File: src/rtl/orb_pkg.sv
// Shared ORB pipeline constants and the descriptor streamer's read-FSM state type.
// The record layout is one header word followed by the descriptor in 32-bit slices.
package orb_pkg;

  localparam int DESC_BITS     = 256;
  localparam int COORD_W       = 11;
  localparam int WORD_W        = 32;
  localparam int WORDS_PER_REC = 9;
  localparam int IDX_W         = $clog2(WORDS_PER_REC);

  localparam logic [IDX_W-1:0] LAST_IDX = IDX_W'(WORDS_PER_REC - 1);

  typedef enum logic [1:0] {
    RD_IDLE = 2'd0,
    RD_HDR  = 2'd1,
    RD_BODY = 2'd2
  } rd_state_t;

endpackage

File: src/rtl/desc_fifo.sv
// Flop-array FIFO of whole descriptor records; only pointers and count are reset.
// The caller guarantees pop only when non-empty and push only when a slot is free.
module desc_fifo #(
  parameter int WIDTH = 278,
  parameter int DEPTH = 4
) (
  input  logic                       clk,
  input  logic                       rst_n,
  input  logic                       push,
  input  logic [WIDTH-1:0]           push_data,
  input  logic                       pop,
  output logic [WIDTH-1:0]           head_data,
  output logic [$clog2(DEPTH):0]     count,
  output logic                       full
);

  localparam int PTR_W = $clog2(DEPTH);
  localparam int CNT_W = PTR_W + 1;

  logic [WIDTH-1:0] mem [DEPTH];
  logic [PTR_W-1:0] wr_ptr;
  logic [PTR_W-1:0] rd_ptr;

  always_ff @(posedge clk or negedge rst_n) begin
    if (!rst_n) begin
      wr_ptr <= '0;
      rd_ptr <= '0;
      count  <= '0;
    end else begin
      if (push) wr_ptr <= wr_ptr + PTR_W'(1);
      if (pop)  rd_ptr <= rd_ptr + PTR_W'(1);
      case ({push, pop})
        2'b10:   count <= count + CNT_W'(1);
        2'b01:   count <= count - CNT_W'(1);
        default: count <= count;
      endcase
    end
  end

  // Storage is deliberately left out of reset; the pointers define what is live.
  always_ff @(posedge clk) begin
    if (push) mem[wr_ptr] <= push_data;
  end

  assign head_data = mem[rd_ptr];
  assign full      = (count == CNT_W'(DEPTH));

endmodule

File: src/rtl/descriptor_streamer.sv
// Buffers {kp_y, kp_x, descriptor} records and streams each one as 9 x 32-bit words.
// Valid/ready: a word transfers on any rising edge where m_valid && m_ready; while
// m_valid && !m_ready the word and its first/last marks hold steady.
module descriptor_streamer
  import orb_pkg::*;
#(
  parameter int DESC_BITS = orb_pkg::DESC_BITS,
  parameter int COORD_W   = orb_pkg::COORD_W,
  parameter int DEPTH     = 4
) (
  input  logic                 clk,
  input  logic                 rst_n,
  input  logic                 desc_done,
  input  logic [DESC_BITS-1:0] desc_in,
  input  logic [COORD_W-1:0]   kp_x,
  input  logic [COORD_W-1:0]   kp_y,
  output logic                 m_valid,
  input  logic                 m_ready,
  output logic [WORD_W-1:0]    m_data,
  output logic                 m_first,
  output logic                 m_last,
  output logic                 full,
  output logic                 overflow,
  input  logic                 clr_ovf,
  output rd_state_t            dbg_state
);

  localparam int ENTRY_W = DESC_BITS + 2 * COORD_W;
  localparam int CNT_W   = $clog2(DEPTH) + 1;
  localparam int NUM_DW  = DESC_BITS / WORD_W;
  localparam int SEL_W   = $clog2(NUM_DW);

  rd_state_t            state;
  rd_state_t            state_next;
  logic [IDX_W-1:0]     word_idx;
  logic [IDX_W-1:0]     word_idx_next;
  logic [ENTRY_W-1:0]   head;
  logic [CNT_W-1:0]     count;
  logic                 hs;
  logic                 pop;
  logic                 push;
  logic                 more_left;
  logic [WORD_W-1:0]    rec_word;
  logic [SEL_W-1:0]     body_sel;
  logic [DESC_BITS-1:0] head_desc;
  logic [2*COORD_W-1:0] head_yx;
  logic [WORD_W-1:0]    desc_words [NUM_DW];

  desc_fifo #(
    .WIDTH (ENTRY_W),
    .DEPTH (DEPTH)
  ) u_fifo (
    .clk       (clk),
    .rst_n     (rst_n),
    .push      (push),
    .push_data ({kp_y, kp_x, desc_in}),
    .pop       (pop),
    .head_data (head),
    .count     (count),
    .full      (full)
  );

  assign hs   = m_valid && m_ready;
  assign pop  = hs && (word_idx == LAST_IDX);
  // A full FIFO still accepts when the head record leaves in the same cycle.
  assign push = desc_done && (!full || pop);
  // Entries left after popping the head: more than one now, or one arriving.
  assign more_left = (count > CNT_W'(1)) || push;

  always_comb begin
    state_next    = state;
    word_idx_next = word_idx;
    case (state)
      RD_IDLE: begin
        word_idx_next = '0;
        if (push) state_next = RD_HDR;
      end
      RD_HDR: begin
        if (hs) begin
          state_next    = RD_BODY;
          word_idx_next = IDX_W'(1);
        end
      end
      RD_BODY: begin
        if (hs) begin
          if (word_idx == LAST_IDX) begin
            word_idx_next = '0;
            state_next    = more_left ? RD_HDR : RD_IDLE;
          end else begin
            word_idx_next = word_idx + IDX_W'(1);
          end
        end
      end
      default: begin
        state_next    = RD_IDLE;
        word_idx_next = '0;
      end
    endcase
  end

  always_ff @(posedge clk or negedge rst_n) begin
    if (!rst_n) begin
      state    <= RD_IDLE;
      word_idx <= '0;
    end else begin
      state    <= state_next;
      word_idx <= word_idx_next;
    end
  end

  // Clear loses to a drop in the same cycle so no dropped descriptor goes unnoticed.
  always_ff @(posedge clk or negedge rst_n) begin
    if (!rst_n) begin
      overflow <= 1'b0;
    end else if (desc_done && !push) begin
      overflow <= 1'b1;
    end else if (clr_ovf) begin
      overflow <= 1'b0;
    end
  end

  assign head_desc = head[DESC_BITS-1:0];
  assign head_yx   = head[ENTRY_W-1 -: 2*COORD_W];
  assign body_sel  = SEL_W'(word_idx - IDX_W'(1));

  for (genvar g = 0; g < NUM_DW; g++) begin : g_words
    assign desc_words[g] = head_desc[g*WORD_W +: WORD_W];
  end

  always_comb begin
    rec_word = '0;
    if (word_idx == '0) begin
      rec_word[2*COORD_W-1:0] = head_yx;
    end else begin
      rec_word = desc_words[body_sel];
    end
  end

  // Gating with m_valid keeps unreset storage off the bus when empty.
  assign m_valid   = (state != RD_IDLE);
  assign m_data    = m_valid ? rec_word : '0;
  assign m_first   = m_valid && (word_idx == '0);
  assign m_last    = m_valid && (word_idx == LAST_IDX);
  assign dbg_state = state;

endmodule
File: config.mk
export PLATFORM = sky130hd
export DESIGN_NAME = descriptor_streamer
export DESIGN_NICKNAME = d
export VERILOG_FILES = /design/src/rtl/orb_pkg.sv /design/src/rtl/desc_fifo.sv /design/src/rtl/descriptor_streamer.sv
export SDC_FILE = /design/constraint.sdc
export NUM_CORES = 1
export LEC_CHECK = 0
export CORE_ASPECT_RATIO = 0.75
export CORE_MARGIN = 2
export CORE_UTILIZATION = 35
export CTS_CLUSTER_SIZE = 30
export DETAILED_ROUTE_END_ITERATION = 12
export HOLD_SLACK_MARGIN = 0.02
export MAX_ROUTING_LAYER = met4
export SETUP_SLACK_MARGIN = 0.2
export SLEW_MARGIN = 20
export SYNTH_ARGS = -nofsm -noshare
export SYNTH_HDL_FRONTEND = slang
export SYNTH_HIERARCHICAL = 1
export SYNTH_SLANG_ARGS = --single-unit
File: constraint.sdc
create_clock -name clk -period 15.4 [get_ports clk]
set_clock_uncertainty 0.1 [all_clocks]
set_input_delay 1.54 -clock clk [delete_from_list [all_inputs] [get_ports clk]]
set_output_delay 1.54 -clock clk [all_outputs]
set_load 0.02 [all_outputs]
==> results of run 1 <==
-- Yosys cell counts (all sizes together), types with 2 or more instances --
| library cell | n |
|---|---|
| nor2b | 2 |
| a221o | 22 |
| nor4b | 2 |
| and2 | 5 |
| inv | 11 |
| dfrtp | 14 |
| nand3 | 3 |
| o21ai | 4 |
| edfxtp | 1112 |
| xnor2 | 3 |
| buf | 71 |
| a21oi | 14 |
| ha | 13 |
| mux2 | 2 |
| a21o | 2 |
| nand2 | 27 |
| xor2 | 3 |
| clkbuf | 17 |
| mux4 | 342 |
| nor2 | 6 |
| nor3b | 23 |
-- cells by family (layout without fill, tap and decap cells) --
logic type	count (synthesis)	after routing	share of synthesized area (%)
fa+ha+maj	14	14	0.4229
flops	1126	1126	78.11
compound gates	50	50	0.9037
simple gates	75	75	0.9935
xor+xnor	6	6	0.1217
buf+inv	99	569	1.544
mux	345	345	17.91
other cells	0	32	0
-- placed cells by master, fill, tap and decap left out, drive strengths merged, types with 2 or more instances in the layout --
| cell type | Yosys | routed |
|---|---|---|
| a221o | 22 | 22 |
| xnor2 | 3 | 3 |
| diode | 0 | 32 |
| xor2 | 3 | 3 |
| clkbuf | 17 | 136 |
| nand3 | 3 | 3 |
| buf | 71 | 34 |
| nor3b | 23 | 23 |
| nor4b | 2 | 2 |
| mux2 | 2 | 2 |
| ha | 13 | 13 |
| and2 | 5 | 5 |
| bufinv | 0 | 12 |
| nand2 | 27 | 27 |
| clkinvlp | 0 | 5 |
| nor2 | 6 | 6 |
| clkdlybuf4s50 | 0 | 321 |
| mux4 | 342 | 342 |
| a21o | 2 | 2 |
| nor2b | 2 | 2 |
| dfrtp | 14 | 14 |
| a21oi | 14 | 14 |
| edfxtp | 1112 | 1112 |
| clkinv | 0 | 44 |
| inv | 11 | 17 |
| o21ai | 4 | 4 |
-- state kept, by name, indices dropped and copies added (netlist names) --
signal and cells:
u_fifo/mem 1112, word_idx 4, u_fifo/count 3, dbg_state 2, u_fifo/rd_ptr 2, u_fifo/wr_ptr 2, overflow 1
-- through the flow --
stage / hold slack [ns] / instances / total power [mW] / util [%]
2_1_floorplan: 0.3710 / 1715 / 5.164 / -
3_3_place_gp: 0.3985 / 3616 / 5.677 / 39.34
3_5_place_dp: 0.4118 / 3618 / 5.723 / 39.38
4_1_cts: 0.4236 / 3821 / 8.383 / 42.28
5_1_grt: 0.4624 / 3850 / 8.603 / 42.38
6_report: 0.4219 / 3855 / 8.248 / 42.39
-- layout make-up --
type	count	area [um2]	area share (%)
tap	1638	2049	3.952
multi-input combinational	490	8837	17.04
clock buffer	136	2829	5.455
clock inverter	67	710.7	1.370
timing repair buffer	355	3561	6.866
sequential	1126	33750	65.08
inverter	11	41.29	0.07961
antenna	32	80.08	0.1544
-- path summary, 6_finish.rpt --
| kind | cells after the start | slack (ns) | to |
|---|---|---|---|
| worst max-delay path | 8 | 8.54 | m_data[3] |
| worst min-delay path | 1 | 0.42 | u_fifo/count[2]$_DFFE_PN0P_ |
| worst max register to register | 8 | 9.83 | u_fifo/mem[3][104]$_DFFE_PP_ |
| worst min register to register | 1 | 0.42 | u_fifo/count[2]$_DFFE_PN0P_ |
| max in group asynchronous | 1 | 13.51 | u_fifo/rd_ptr[0]$_DFFE_PN0P_ |
| min in group asynchronous | 1 | 1.16 | overflow$_DFFE_PN0P_ |
-- per-layer routing --
metal | vias to the layer above | wire length, um
li1 | 8311 | -
met2 | 531 | 48240
met1 | 10262 | 40020
met5 | - | 0
met4 | 0 | 1773
met3 | 139 | 8432
-- power by group --
group,switching (mW),internal (mW),leakage [nW]
Clock,1.13,1.51,1.72
Sequential,0.131,4.03,10.4
Combinational,0.903,0.539,3.65
==> flow_metrics.env, run 1 <==
export IMPL_place_gp_congestion=0.7596
export IMPL_cap_violations=0
export IMPL_worst_endpoint_required_ns=13.76
export IMPL_fin_crit_sh_pct=44.57
export IMPL_wl_per_cell_um=25.54
export IMPL_maxSlewViolCount=0
export IMPL_setup_viol_count_final=0
export IMPL_clk_pin_slew_ns=0.05
export IMPL_finalInstanceArea_mm2=0.05186
export IMPL_startpoint_type="flop"
export IMPL_num_rows=111
export IMPL_cp_cell_sequence="buf_12, buf_4, buf_6, mux4_2, mux4_2, nor3b_1, a221o_1, clkdlybuf4s50_1"
export IMPL_ys_top_cells_by_area="edfxtp_1 77%, mux4_2 18%, dfrtp_1 0.81%"
export IMPL_layout_drive_gt1_share_pct=25.08
export IMPL_fmax_ghz=0.1457
export IMPL_cts_resized=0
export IMPL_synth_edf_count=1112
export IMPL_crit_slowest_cell="dfrtp_4"
export IMPL_ys_seq_area_share_pct=78.11
export IMPL_rsz0062_at_grt="false"
export IMPL_numCtsBuffers=108
export IMPL_arrival_ns=5.22
export IMPL_worst_slew_margin_rel_pct=26.29
export IMPL_drt_iter0_drc=1429
export IMPL_cts_setup_buffers=0
export IMPL_r2r_start="dbg_state[0]$_DFFE_PN0P_"
export IMPL_root_buffer="clkbuf_16"
export IMPL_clockBufferDepth=3
export IMPL_syn_num_nets=2012
export IMPL_synthCells=1715
export IMPL_grt_pass1_wl_mm=143.2
export IMPL_htree_levels=3
export IMPL_status="finished clean"
export IMPL_synth_async_reset_ratio_pct=1.243
export IMPL_synth_top_area_cell="edfxtp_1"
export IMPL_dp_hpwl_mm=60.84
export IMPL_hold_buffers=0
export IMPL_ys_flop_type="edfxtp_1"
export IMPL_io_buffers=321
export IMPL_ys_types=43
export IMPL_antenna_found_initial=31
export IMPL_cts_tree="done"
export IMPL_ir_worst_vdd_mv=0.09940
export IMPL_syn2layout_area_growth_pct=20.05
export IMPL_crit_start="u_fifo/rd_ptr[0]$_DFFE_PN0P_"
export IMPL_gr_usage_met1_pct=19.83
export IMPL_firstDrtPassIters=5
export IMPL_cpPeakStageDelay_ns=0.73
export IMPL_viasPerCell=4.992
export IMPL_crit_type="flop to primary output"
export IMPL_crit_fanout=52
export IMPL_final_setup_tns_ns=0
export IMPL_path_common_cell="mux4_2"
export IMPL_die_area_mm2=0.1263
export IMPL_synth_seq_cells=1126
export IMPL_grt_usage_pct=16.11
export IMPL_coreArea_mm2=0.1224
export IMPL_initial_core_util_pct=35.31
export IMPL_critPathBufInv=4
export IMPL_clkLatencyLatePin_ns=0.70
export IMPL_synth_area_mm2=0.04320
export IMPL_grt_max_degree=142
export IMPL_gr_usage_met2_pct=25.53
export IMPL_io_pins=322
export IMPL_final_hold_violation_count=0
export IMPL_drc_errors=0
export IMPL_power_density_mw_per_mm2=159.0
export IMPL_clkSinkCount=1126
export IMPL_wl_mm=98.46
export IMPL_grtUsageMet3_pct=5.927
export IMPL_syn_area_per_cell_um2=25.19
export IMPL_path_delay_family="buffers and inverters"
export IMPL_end_kind="primary output"
export IMPL_ant_nets=0
export IMPL_overflow=0
export IMPL_synth_top_area_share_pct=77.30
export IMPL_hp_class="flop to flop"
export IMPL_die_x_um=409.7
export IMPL_top_usage_layer="met2"
export IMPL_leakage_nw=15.74
export IMPL_fin_crit_ns=6.863
export IMPL_synth_warning_count=6
export IMPL_preCtsSetupSlack_ns=8.590
export IMPL_hold_start="u_fifo/count[2]$_DFFE_PN0P_"
export IMPL_tightest_slew_ns=1.106
export IMPL_via_count=19243
export IMPL_dpl_cell_area_mm2=0.04819
export IMPL_grt_pass1_vias=20716
export IMPL_layout_nets=2389
export IMPL_die_height_um=308.3
export IMPL_fin_ws_ns=8.537
export IMPL_nFillCells=10445
(Power assumes the default switching activity.)
==> run 2, diff against run 1 <==
- clock period: 15.4 -> 6.75 ns (I/O delays scaled with it)
==> flow_metrics.env, run 2 (same netlist as run 1, synthesis figures left out) <==
export IMPL_status="finished clean"
export IMPL_cts_tree="done"
export IMPL_startpoint_type="flop"
export IMPL_top_usage_layer="met2"
export IMPL_clkLatencyLatePin_ns=0.73
export IMPL_firstDrtPassIters=5
export IMPL_cts_resized=0
export IMPL_power_density_mw_per_mm2=363.9
export IMPL_critPathBufInv=3
export IMPL_reg2reg_slack_ns=2.78
export IMPL_fin_crit_ns=5.145
export IMPL_antenna_found_initial=37
export IMPL_die_height_um=308.3
export IMPL_final_hold_violation_count=0
export IMPL_crit_slowest_cell="dfrtp_4"
export IMPL_tightest_slew_ns=0.9918
export IMPL_reg_largest_list="u_fifo/mem x1112, word_idx x4, u_fifo/count x3"
export IMPL_grt_pass1_vias=20883
export IMPL_htree_levels=3
export IMPL_hp_class="input pin to async pin"
export IMPL_cts_setup_buffers=0
export IMPL_leakage_nw=15.84
export IMPL_cpPeakStageDelay_ns=0.78
export IMPL_dp_hpwl_mm=60.53
export IMPL_numCtsBuffers=113
export IMPL_worst_slew_margin_rel_pct=33.88
export IMPL_fmax_ghz=0.1944
export IMPL_root_buffer="clkbuf_16"
export IMPL_holdWs_ns=0.2619
export IMPL_arrival_ns=4.37
export IMPL_place_gp_congestion=0.7562
export IMPL_layout_drive_gt1_share_pct=25.63
export IMPL_gr_usage_met1_pct=20.35
export IMPL_clockBufferDepth=3
export IMPL_die_x_um=409.7
export IMPL_rsz0062_at_grt="false"
export IMPL_viasPerCell=5.003
export IMPL_regArea_mm2=0.03375
export IMPL_nFillCells=10308
export IMPL_finalInstanceArea_mm2=0.05218
export IMPL_io_buffers=321
export IMPL_num_rows=111
export IMPL_crit_fanout=52
export IMPL_drc_errors=0
export IMPL_worst_endpoint_required_ns=5.97
export IMPL_wl_per_cell_um=25.59
export IMPL_grt_max_degree=109
export IMPL_ant_nets=0
export IMPL_final_common_cell="edfxtp_1"
export IMPL_path_delay_family="buffers and inverters"
export IMPL_hold_buffers=0
export IMPL_ir_worst_vdd_mv=0.2864
export IMPL_overflow=0
export IMPL_multiInputGateArea_mm2=0.008827
export IMPL_io_pins=322
export IMPL_gr_usage_met2_pct=25.24
export IMPL_grtUsageMet3_pct=6.203
export IMPL_syn2layout_area_growth_pct=20.78
export IMPL_drt_iter0_drc=1666
export IMPL_dpl_cell_area_mm2=0.04842
export IMPL_final_cell_mix="1112 x edfxtp_1, 342 x mux4_2, 321 x clkdlybuf4s50_1, 114 x clkbuf_16, 29 x clkinv_1"
export IMPL_top_register="u_fifo/mem"
export IMPL_die_area_mm2=0.1263
export IMPL_r2r_start="dbg_state[0]$_DFFE_PN0P_"
export IMPL_clkSinkCount=1126
export IMPL_grt_usage_pct=16.25
export IMPL_via_count=19358
export IMPL_cp_cell_sequence="buf_12, buf_12, mux4_2, mux4_2, nand2_1, a21oi_1, clkdlybuf4s50_1"
export IMPL_clk_pin_slew_ns=0.07
export IMPL_reg2reg_depth=7
export IMPL_end_kind="primary output"
export IMPL_largest_register_ffs=1112
export IMPL_initial_core_util_pct=35.31
export IMPL_crit_type="flop to primary output"
export IMPL_fin_crit_sh_pct=76.22
export IMPL_coreArea_mm2=0.1224
export IMPL_layout_nets=2398
export IMPL_setup_viol_count_final=0
export IMPL_grt_pass1_wl_mm=144.6
export IMPL_final_setup_tns_ns=0
export IMPL_wl_mm=99.02
export IMPL_cap_violations=0
export IMPL_maxSlewViolCount=0
export IMPL_r2r_end="u_fifo/mem[2][250]$_DFFE_PP_"
-- run 2: routing by layer --
layer / wire length, um / part of all wire (%)
met3: 8790 / 8.9
met5: 0 / 0
met1: 40740 / 41
met2: 47710 / 48
met4: 1781 / 1.8
-- run 2: final cells by class --
| class | instances | area share [%] |
|---|---|---|
| flip-flops and latches | 1126 | 64.69 |
| multi-input cells | 490 | 16.92 |
| repair buffers | 359 | 7.175 |
| clock buffers | 126 | 5.554 |
| well taps | 1638 | 3.928 |
| clock inverters | 81 | 1.475 |
| diodes | 38 | 0.1822 |
| inverters | 11 | 0.07913 |
-- run 2: worst register-to-register path: cells and delay by family (launching register included) --
family | cells | cell delay [ns]
adder cells (fa/ha/maj) | 1 | 0.22
AND/OR/NAND/NOR | 3 | 1.41
buffers and inverters | 2 | 0.70
flip-flops | 1 | 0.43
AO/OA/AOI/OAI | 1 | 0.73
-- run 2: worst max path at each step --
stage | start | to | slack (ns) | cells after the start
floorplan | word_idx[0]$_DFFE_PN0P_ | u_fifo/mem[0][0]$_DFFE_PP_ | 0.60 | 9
global placement | u_fifo/rd_ptr[1]$_DFFE_PN0P_ | m_data[19] | 2.16 | 5
CTS | u_fifo/rd_ptr[0]$_DFFE_PN0P_ | m_data[26] | 1.44 | 7
finish | u_fifo/rd_ptr[0]$_DFFE_PN0P_ | m_data[26] | 1.61 | 7
global route | u_fifo/rd_ptr[0]$_DFFE_PN0P_ | m_data[26] | 1.29 | 7
detailed placement | u_fifo/rd_ptr[0]$_DFFE_PN0P_ | m_data[17] | 2.26 | 6
-- run 2: stage by stage --
step                std cells  util, %  power (mW)  worst slack (ns)
detailed placement       3624    39.57       13.10             2.260
floorplan                1715        -       11.55            0.5967
finish                   3869    42.64       18.99             1.605
global route             3865    42.64       19.79             1.295
global placement         3623    39.55       12.99             2.157
CTS                      3831    42.57       19.31             1.444
-- run 2: power by group --
group	switching, mW	total, mW	internal [mW]
sequential	0.267	9.46	9.19
clock	2.67	6.15	3.48
combinational	2.11	3.38	1.27
total	5.04	19.0	13.9
==> RTL change (settings of run 2) <==
Make the reset (`rst_n`) synchronous in 3 clocked blocks.
--- a/src/rtl/desc_fifo.sv
+++ b/src/rtl/desc_fifo.sv
@@ -21,7 +21,7 @@
   logic [PTR_W-1:0] wr_ptr;
   logic [PTR_W-1:0] rd_ptr;
 
-  always_ff @(posedge clk or negedge rst_n) begin
+  always_ff @(posedge clk) begin
     if (!rst_n) begin
       wr_ptr <= '0;
       rd_ptr <= '0;
--- a/src/rtl/descriptor_streamer.sv
+++ b/src/rtl/descriptor_streamer.sv
@@ -98,7 +98,7 @@
     endcase
   end
 
-  always_ff @(posedge clk or negedge rst_n) begin
+  always_ff @(posedge clk) begin
     if (!rst_n) begin
       state    <= RD_IDLE;
       word_idx <= '0;
@@ -109,7 +109,7 @@
   end
 
   // Clear loses to a drop in the same cycle so no dropped descriptor goes unnoticed.
-  always_ff @(posedge clk or negedge rst_n) begin
+  always_ff @(posedge clk) begin
     if (!rst_n) begin
       overflow <= 1'b0;
     end else if (desc_done && !push) begin
Check against the original RTL: differs if rst_n is asserted again (counterexample within 4 cycles, from zero or initial values and one cycle with rst_n low); with rst_n held inactive, the same outputs for 4 cycles.
==> RTL change against run 2 <==
  * Register-to-register slack improved by 0.26 ns
  * Final area fell by 0.37%
  * Routed wire length barely moved
  * Synthesized area barely moved
  * Non-clock buffer count fell by 1
  * Worst setup slack got worse by 0.028 ns
  * Sequential cell count rose by 2
  * Worst hold slack improved by 0.12 ns
  * Largest cell class unchanged
Power is not compared: it rests on default switching activity, and its combinational part moved more than twofold at a synthesized area within 25%.
==> RTL change: results <==
outcome:
  status: "finished clean"
detailed_routing:
  wl_per_cell_um: 25.5
  drtIter0Drc: 1667
  wl_met1_um: 43600
  met3_length_um: 7920
  wl_met2_um: 45600
worst_setup_path:
  cp_data_arrival_time_ns: 4.40
  rr_endpoint: "u_fifo/mem[2][183]"
  endpoint: "m_data[31]"
global_routing:
  use_met1: 0.219
  grtUsageTotal: 0.161
  grt_max_degree: 88
  antenna_found_initial: 36
  grt_pass1_vias: 20500
logic_synthesis:
  synthDistinctLibCells: 39
  syn_nets: 2042
  ys_seq_area_frac: 0.780
  async_flop_share: 0
finish:
  drive_above_1_share: 0.245
  nNonClkBuffers: 358
  nonClkBufAreaFrac: 0.0712
  fillCellCount: 10300
  multi_input_area_share: 0.172
  synthToLayoutAreaGrowth_pct: 20.3
  regArea_mm2: 0.0337
place:
  gp_congestion: 0.757
  hpwl_um: 60500
cts:
  cts_buffers: 110
==> RTL change: changes by cell type after synthesis, sizes merged, moves of 16 or more <==
cell / change
a221o: -22
dfxtp: +16
mux2i: +24
nand2: +20
nor3b: -22
o21ai: +24
==> RTL change: stage by stage <==
step | area, um2 | utilization | power [uW] | instances | setup WS [ns]
3_3_place_gp | 48500 | 0.396 | 9790 | 3653 | 2.17
4_1_cts | 51900 | 0.424 | 15800 | 3857 | 1.35
5_1_grt | 52000 | 0.425 | 16100 | 3880 | 1.20
6_report | 52000 | 0.425 | 15600 | 3887 | 1.58
3_5_place_dp | 48500 | 0.396 | 9830 | 3653 | 2.16
2_1_floorplan | 43200 | - | 9050 | 1745 | 1.14
==> RTL change: how the worst min path moves through the flow <==
stage,from,to,depth (start not counted)
after floorplan,u_fifo/count[2],u_fifo/count[2],2
after global placement,overflow,overflow,2
after detailed placement,overflow,overflow,2
after CTS,desc_in[65],u_fifo/mem[2][65],1
after global routing,overflow,overflow,2
final,overflow,overflow,2
==> RTL change: cells by family (layout without fill, tap and decap cells) <==
| logic type | Yosys count | after routing | share of synthesized area |
|---|---|---|---|
| AND/OR/NAND/NOR | 83 | 83 | 0.00947 |
| other | 0 | 30 | 0 |
| AO/OA/AOI/OAI | 49 | 49 | 0.00640 |
| buffers and inverters | 97 | 571 | 0.0146 |
| adder cells (fa/ha/maj) | 14 | 14 | 0.00423 |
| flip-flops | 1128 | 1128 | 0.780 |
| XOR/XNOR | 7 | 7 | 0.00142 |
| multiplexers | 367 | 367 | 0.184 |
==> RTL change: critical path, cell delays in order (launching register included) <==
cell and delay, ns:
dfxtp_4 0.96, buf_4 0.70, mux4_2 0.60, mux4_2 0.49, nand2_1 0.16, a21oi_1 0.08
clkdlybuf4s50_1 0.60
